==> config.mk <==
export PLATFORM = sky130hd
export DESIGN_NAME = msrv32_dmem_load_ctrl
export DESIGN_NICKNAME = d
export VERILOG_FILES = /design/src/rtl/msrv32_dmem_load_ctrl.sv
export SDC_FILE = /design/constraint.sdc
export NUM_CORES = 1
export LEC_CHECK = 0
export CORE_UTILIZATION = 46
export DETAILED_ROUTE_END_ITERATION = 10
export GPL_ROUTABILITY_DRIVEN = 0
export GPL_TIMING_DRIVEN = 0
export PLACE_DENSITY_LB_ADDON = 0.1
export SKIP_CTS_REPAIR_TIMING = 1
export SLEW_MARGIN = 20
export SYNTH_ARGS = -nofsm -noshare
export SYNTH_HDL_FRONTEND = slang
export SYNTH_SLANG_ARGS = --single-unit
==> constraint.sdc <==
create_clock -name clk_in -period 6 [get_ports clk_in]
set_input_delay 1.2 -clock clk_in [delete_from_list [all_inputs] [get_ports clk_in]]
set_output_delay 1.2 -clock clk_in [all_outputs]
set_load 0.02 [all_outputs]
==> src/rtl/msrv32_dmem_load_ctrl.sv <==
// Data-memory load controller: captures a stage-3 load, issues a word-aligned
// read, waits (bounded) for the read-data strobe, then aligns/extends the
// returned word and raises a single-cycle register-file write.
// Misaligned accesses and bus timeouts end in a one-cycle FAULT state with a
// cause strobe and no register-file write.
module msrv32_dmem_load_ctrl #(
    parameter int unsigned TIMEOUT_CYCLES = 15
) (
    input  logic        clk_in,
    input  logic        reset_in,
    input  logic        load_req_in,
    input  logic [31:0] iadder_out_in,
    input  logic [1:0]  load_size_in,
    input  logic        load_unsigned_in,
    input  logic [4:0]  rd_addr_in,
    input  logic [31:0] dmem_rdata_in,
    input  logic        dmem_ack_in,
    output logic        dmem_req_out,
    output logic [31:0] dmem_addr_out,
    output logic [31:0] lu_output_out,
    output logic        rf_wr_en_out,
    output logic [4:0]  rd_addr_out,
    output logic        stall_out,
    output logic        misaligned_out,
    output logic        timeout_out
);

    typedef enum logic [1:0] {
        IDLE,
        REQ,
        WB,
        FAULT
    } state_t;

    // Last wait-counter value before the timeout is declared; REQ therefore
    // lasts at most TIMEOUT_CYCLES cycles.
    localparam logic [7:0] WAIT_LAST = 8'(TIMEOUT_CYCLES - 1);

    state_t      state_q, state_d;
    logic [31:0] addr_q, addr_d;
    logic [1:0]  size_q, size_d;
    logic        uns_q, uns_d;
    logic [4:0]  rd_q, rd_d;
    logic [7:0]  wait_q, wait_d;
    logic [31:0] lu_q, lu_d;
    logic        to_q, to_d;          // fault cause: 1 = timeout, 0 = misaligned

    logic        req_misaligned;
    logic [7:0]  byte_v;
    logic [15:0] half_v;
    logic [31:0] load_ext;

    // Misalignment of the incoming request, judged on the live inputs in IDLE.
    always_comb begin
        req_misaligned = 1'b0;
        case (load_size_in)
            2'b00:   req_misaligned = 1'b0;
            2'b01:   req_misaligned = iadder_out_in[0];
            default: req_misaligned = |iadder_out_in[1:0];
        endcase
    end

    // Select byte/half/word from the read word and extend per the captured flag.
    always_comb begin
        byte_v   = '0;
        half_v   = '0;
        load_ext = '0;
        case (addr_q[1:0])
            2'b00:   byte_v = dmem_rdata_in[7:0];
            2'b01:   byte_v = dmem_rdata_in[15:8];
            2'b10:   byte_v = dmem_rdata_in[23:16];
            default: byte_v = dmem_rdata_in[31:24];
        endcase
        half_v = addr_q[1] ? dmem_rdata_in[31:16] : dmem_rdata_in[15:0];
        case (size_q)
            2'b00:   load_ext = {{24{~uns_q & byte_v[7]}}, byte_v};
            2'b01:   load_ext = {{16{~uns_q & half_v[15]}}, half_v};
            default: load_ext = dmem_rdata_in;
        endcase
    end

    // Next-state logic: capture in IDLE, bounded wait in REQ, single-cycle WB/FAULT.
    always_comb begin
        state_d = state_q;
        addr_d  = addr_q;
        size_d  = size_q;
        uns_d   = uns_q;
        rd_d    = rd_q;
        wait_d  = wait_q;
        lu_d    = lu_q;
        to_d    = to_q;
        case (state_q)
            IDLE: begin
                if (load_req_in) begin
                    addr_d = iadder_out_in;
                    size_d = load_size_in;
                    uns_d  = load_unsigned_in;
                    rd_d   = rd_addr_in;
                    wait_d = '0;
                    if (req_misaligned) begin
                        to_d    = 1'b0;
                        state_d = FAULT;
                    end else begin
                        state_d = REQ;
                    end
                end
            end
            REQ: begin
                // Ack wins over the timeout limit reached in the same cycle.
                if (dmem_ack_in) begin
                    lu_d    = load_ext;
                    state_d = WB;
                end else if (wait_q == WAIT_LAST) begin
                    to_d    = 1'b1;
                    state_d = FAULT;
                end else begin
                    wait_d = wait_q + 8'd1;
                end
            end
            WB:      state_d = IDLE;
            default: state_d = IDLE;
        endcase
    end

    // State and capture registers; reset returns everything to zero/IDLE at once.
    always_ff @(posedge clk_in or posedge reset_in) begin
        if (reset_in) begin
            state_q <= IDLE;
            addr_q  <= '0;
            size_q  <= '0;
            uns_q   <= 1'b0;
            rd_q    <= '0;
            wait_q  <= '0;
            lu_q    <= '0;
            to_q    <= 1'b0;
        end else begin
            state_q <= state_d;
            addr_q  <= addr_d;
            size_q  <= size_d;
            uns_q   <= uns_d;
            rd_q    <= rd_d;
            wait_q  <= wait_d;
            lu_q    <= lu_d;
            to_q    <= to_d;
        end
    end

    assign dmem_req_out   = (state_q == REQ);
    assign dmem_addr_out  = {addr_q[31:2], 2'b00};
    assign lu_output_out  = lu_q;
    assign rd_addr_out    = rd_q;
    assign rf_wr_en_out   = (state_q == WB) && (rd_q != 5'd0);
    assign misaligned_out = (state_q == FAULT) && !to_q;
    assign timeout_out    = (state_q == FAULT) && to_q;
    // Gated by reset so the combinational IDLE term cannot leak through it.
    assign stall_out      = !reset_in && ((state_q != IDLE) || load_req_in);

endmodule
==> results by group <==
Clock network
  • Clock Pin Slew Worst Setup and Hold Paths: 0.09 ns
  • Clock tree buffer depth: 2
  • Clock root buffer: clkbuf_8
  • Worst skew pair latency: 0.35 ns
  • CTS tree: yes
  • Number of buffers added by the clock tree synthesis step: 9
  • Clock sink count: 83
  • H-tree levels: 3

Cells and area
  • Net count of the finished layout: 624
  • Most frequent cells in the layout: clkdlybuf4s50_1, dfrtp_1, mux2_2, nand2_1, buf_4
  • Synthesis-to-layout area growth: 43.62%
  • Count of inserted antenna diode cells: 0
  • Share of final-layout standard cells stronger than drive strength 1: 0.2486
  • Most common cell after layout, fill and taps aside: clkdlybuf4s50_1
  • Post-route design area: 6101 µm²

Synth
  • Area share of the leading cell type in the synthesized netlist: 0.4890
  • Count of yosys warnings during synthesis: 0
  • Count of unique library cells instantiated by Yosys: 51
  • Top flip-flop cell by instance count after synthesis: dfrtp_1
  • Ys async rst share: 1.000
  • Mean Syn Cell Area: 11.00 µm²
  • Fraction of the yosys area taken by sequential cells: 0.4890
  • Post-Syn Area: 4248 µm²
  • Synth Instances: 386
  • Number of enable-type register cells in the synthesized netlist: 0
  • Ranking of synthesized cells by area: dfrtp_1, mux2_2, buf_4
  • Area leader, netlist: dfrtp_1
  • Count of state elements after synthesis: 83

Floorplan
  • Overall die area: 9623 µm²
  • Total I/O pin count: 150
  • Floorplan Core Area: 8848 µm²
  • Starting density of the core: 0.4801
  • Std-Cell Rows: 34
  • Vert. Die Dim: 98.10 µm
  • Die width: 98.10 µm

Drt
  • Average wire per standard cell: 15.90 µm
  • Violation count after the first detailed-routing iteration: 149
  • Vias per cell: 5.226
  • Aggregate routed wire length: 10480 µm
  • Pre-Repair DR Iteration Count: 8
  • Number of remaining DRC errors: 11
  • Detail Route Antenna Nets: 0
  • Total number of vias: 3444

Placement
  • Number of buffers added on ports: 147
  • Placement-stage cell area: 5888 µm²
  • Half-perimeter wire length after placement: 7931 µm

Critical path
  • Required time of the critical path: 4.80 ns
  • CP Max Fanout: 4
  • Kind of end point of the critical path: output port
  • Dominant delay contributor by cell family on the critical path: buffers and inverters
  • Delay of the slowest critical-path stage: 0.60 ns
  • Critical path buffers and inverters: 2
  • Library cell contributing the largest single delay on the critical path: clkdlybuf4s50_1
  • Type of the worst setup path: in -> out
  • Cell chain of the critical path: clkdlybuf4s50_1 -> nor3_1 -> nor2_1 -> clkdlybuf4s50_1
  • Type of element launching the critical path: input pin
  • CP Data Arrival Time: 2.55 ns
  • Worst reg-to-reg setup slack: 4.09 ns
  • CP most frequent cell: clkdlybuf4s50_1

Power
  • Power Dens Cells: 510.9 nW/µm²
  • Leakage component of the power: 2.631 nW
  • Total power consumption of the routed design: 3.117 mW
  • Max VDD drop: 0.3045 mV

Global route
  • Total global routing track utilization: 0.2270
  • Initial antenna violation count: 0
  • Maximum number of pins on one net before global-route repair: 54
  • Global route overflow: 0
  • Number of global-route vias before repair: 3500
  • First-pass GRT wire length: 17170 µm

STA
  • Final count of negative-setup-slack endpoints: 0
  • Achievable clock frequency: 266.5 MHz
  • Final min period: 3.753 ns
  • Period Utilization, post-route: 0.6255
  • Minimum hold slack: 0.4934 ns
  • Slew of the pin with the lowest slew margin: 0.6595 ns
  • Rel. slew slack: 0.5489
  • Clock Skews: 0.01056 ns
  • Total count of hold-check failures in the final report: 0
  • Total count of max-transition violations in the final report: 0
  • Post-route setup TNS: 0 ns
  • Unrepaired setup endpoints after global routing: no

Outcome
  • Result of the run: finished, violations left
  • Violations in the final reports: design-rule violations

Flow run
  • Reported max-cap violation count: 0

Hold path
  • Classification of the worst-slack hold path: reg -> reg
## state kept, by name (all words and copies together), names as in the netlist
register	count
uns_q	1
addr_q	32
wait_q	8
state_q	2
to_q	1
lu_output_out	32
size_q	2
rd_addr_out	5
## worst register-to-register path, delay by kind of cell (launching register included)
| family | cells | cell delay, ns |
|---|---|---|
| fa+ha+maj | 1 | 0.14 |
| buf+inv | 1 | 0.10 |
| flops | 1 | 0.43 |
| mux | 1 | 0.34 |
| simple gates | 3 | 0.79 |
## report_power, final
group          leakage, nW  switching (mW)  internal (mW)
registers             1.01           0.138          0.808
clock network       0.0978           0.207          0.216
logic                 1.52           0.843          0.906
total                 2.63            1.19           1.93
## synth_stat cells (2+ instances only)
cell type  number
nand3_2        10
o22a_1          3
a21o_1          2
o2bb2ai_1       2
o22ai_1         4
a221oi_1        2
nor2_1         27
and3_1          2
nand3_1        26
xnor2_1         3
a211oi_2        7
inv_1           8
mux2_2         46
nand2_1        34
a2111oi_0       2
nor3b_1        11
a21oi_1        13
buf_4          33
a2111oi_1       3
o31ai_1         4
buf_2          11
buf_6           2
o21ai_0         4
dfrtp_1        83
clkbuf_1        9
ha_1            2
mux2i_1         4
nand2b_1        4
a22oi_1         3
## cell type report
cell class | count | area, µm²
sequential | 83 | 2077
multi-input combinational | 240 | 1782
inverter | 8 | 32.53
buffer | 56 | 362.8
fill | 710 | 2748
tap | 108 | 135.1
clock inverter | 5 | 61.31
clock buffer | 11 | 151.4
timing repair buffer | 148 | 1499
## cells by family after synthesis
kind of cell / synth area share
AOI/OAI and AO/OA: 0.1110
adders and majority gates: 0.005890
xor gates and xnor gates: 0.006187
and+or+nand+nor: 0.1599
other: 0.0008828
DFF: 0.4890
buffers and inverters: 0.09249
muxes: 0.1346
## metal layers
layer | track usage | vias to the layer above | share of wire
li1 | - | 1641 | -
met1 | 0.3018 | 1674 | 0.44
met2 | 0.3592 | 118 | 0.47
met3 | 0.05798 | 11 | 0.076
met4 | 0.08275 | 0 | 0.014
met5 | 0 | - | 0
## per-stage QoR
| step | worst slack [ns] | std cells | utilization |
|---|---|---|---|
| global placement | 1.301 | 642 | 0.6620 |
| detailed placement | 2.246 | 643 | 0.6654 |
| CTS | 2.231 | 659 | 0.6895 |
| global route | 2.181 | 659 | 0.6895 |
| finish | 2.247 | 659 | 0.6895 |
| floorplan | 2.663 | 387 | - |
## final timing paths
path | start | end | depth (start not counted)
max | load_req_in | stall_out | 4
min | lu_output_out[0] | lu_output_out[0] | 2
max reg2reg | wait_q[0] | wait_q[4] | 6
min reg2reg | lu_output_out[0] | lu_output_out[0] | 2
max in group asynchronous | reset_in | addr_q[29] | 3
min in group asynchronous | reset_in | addr_q[4] | 2
(Power assumes the default switching activity.)
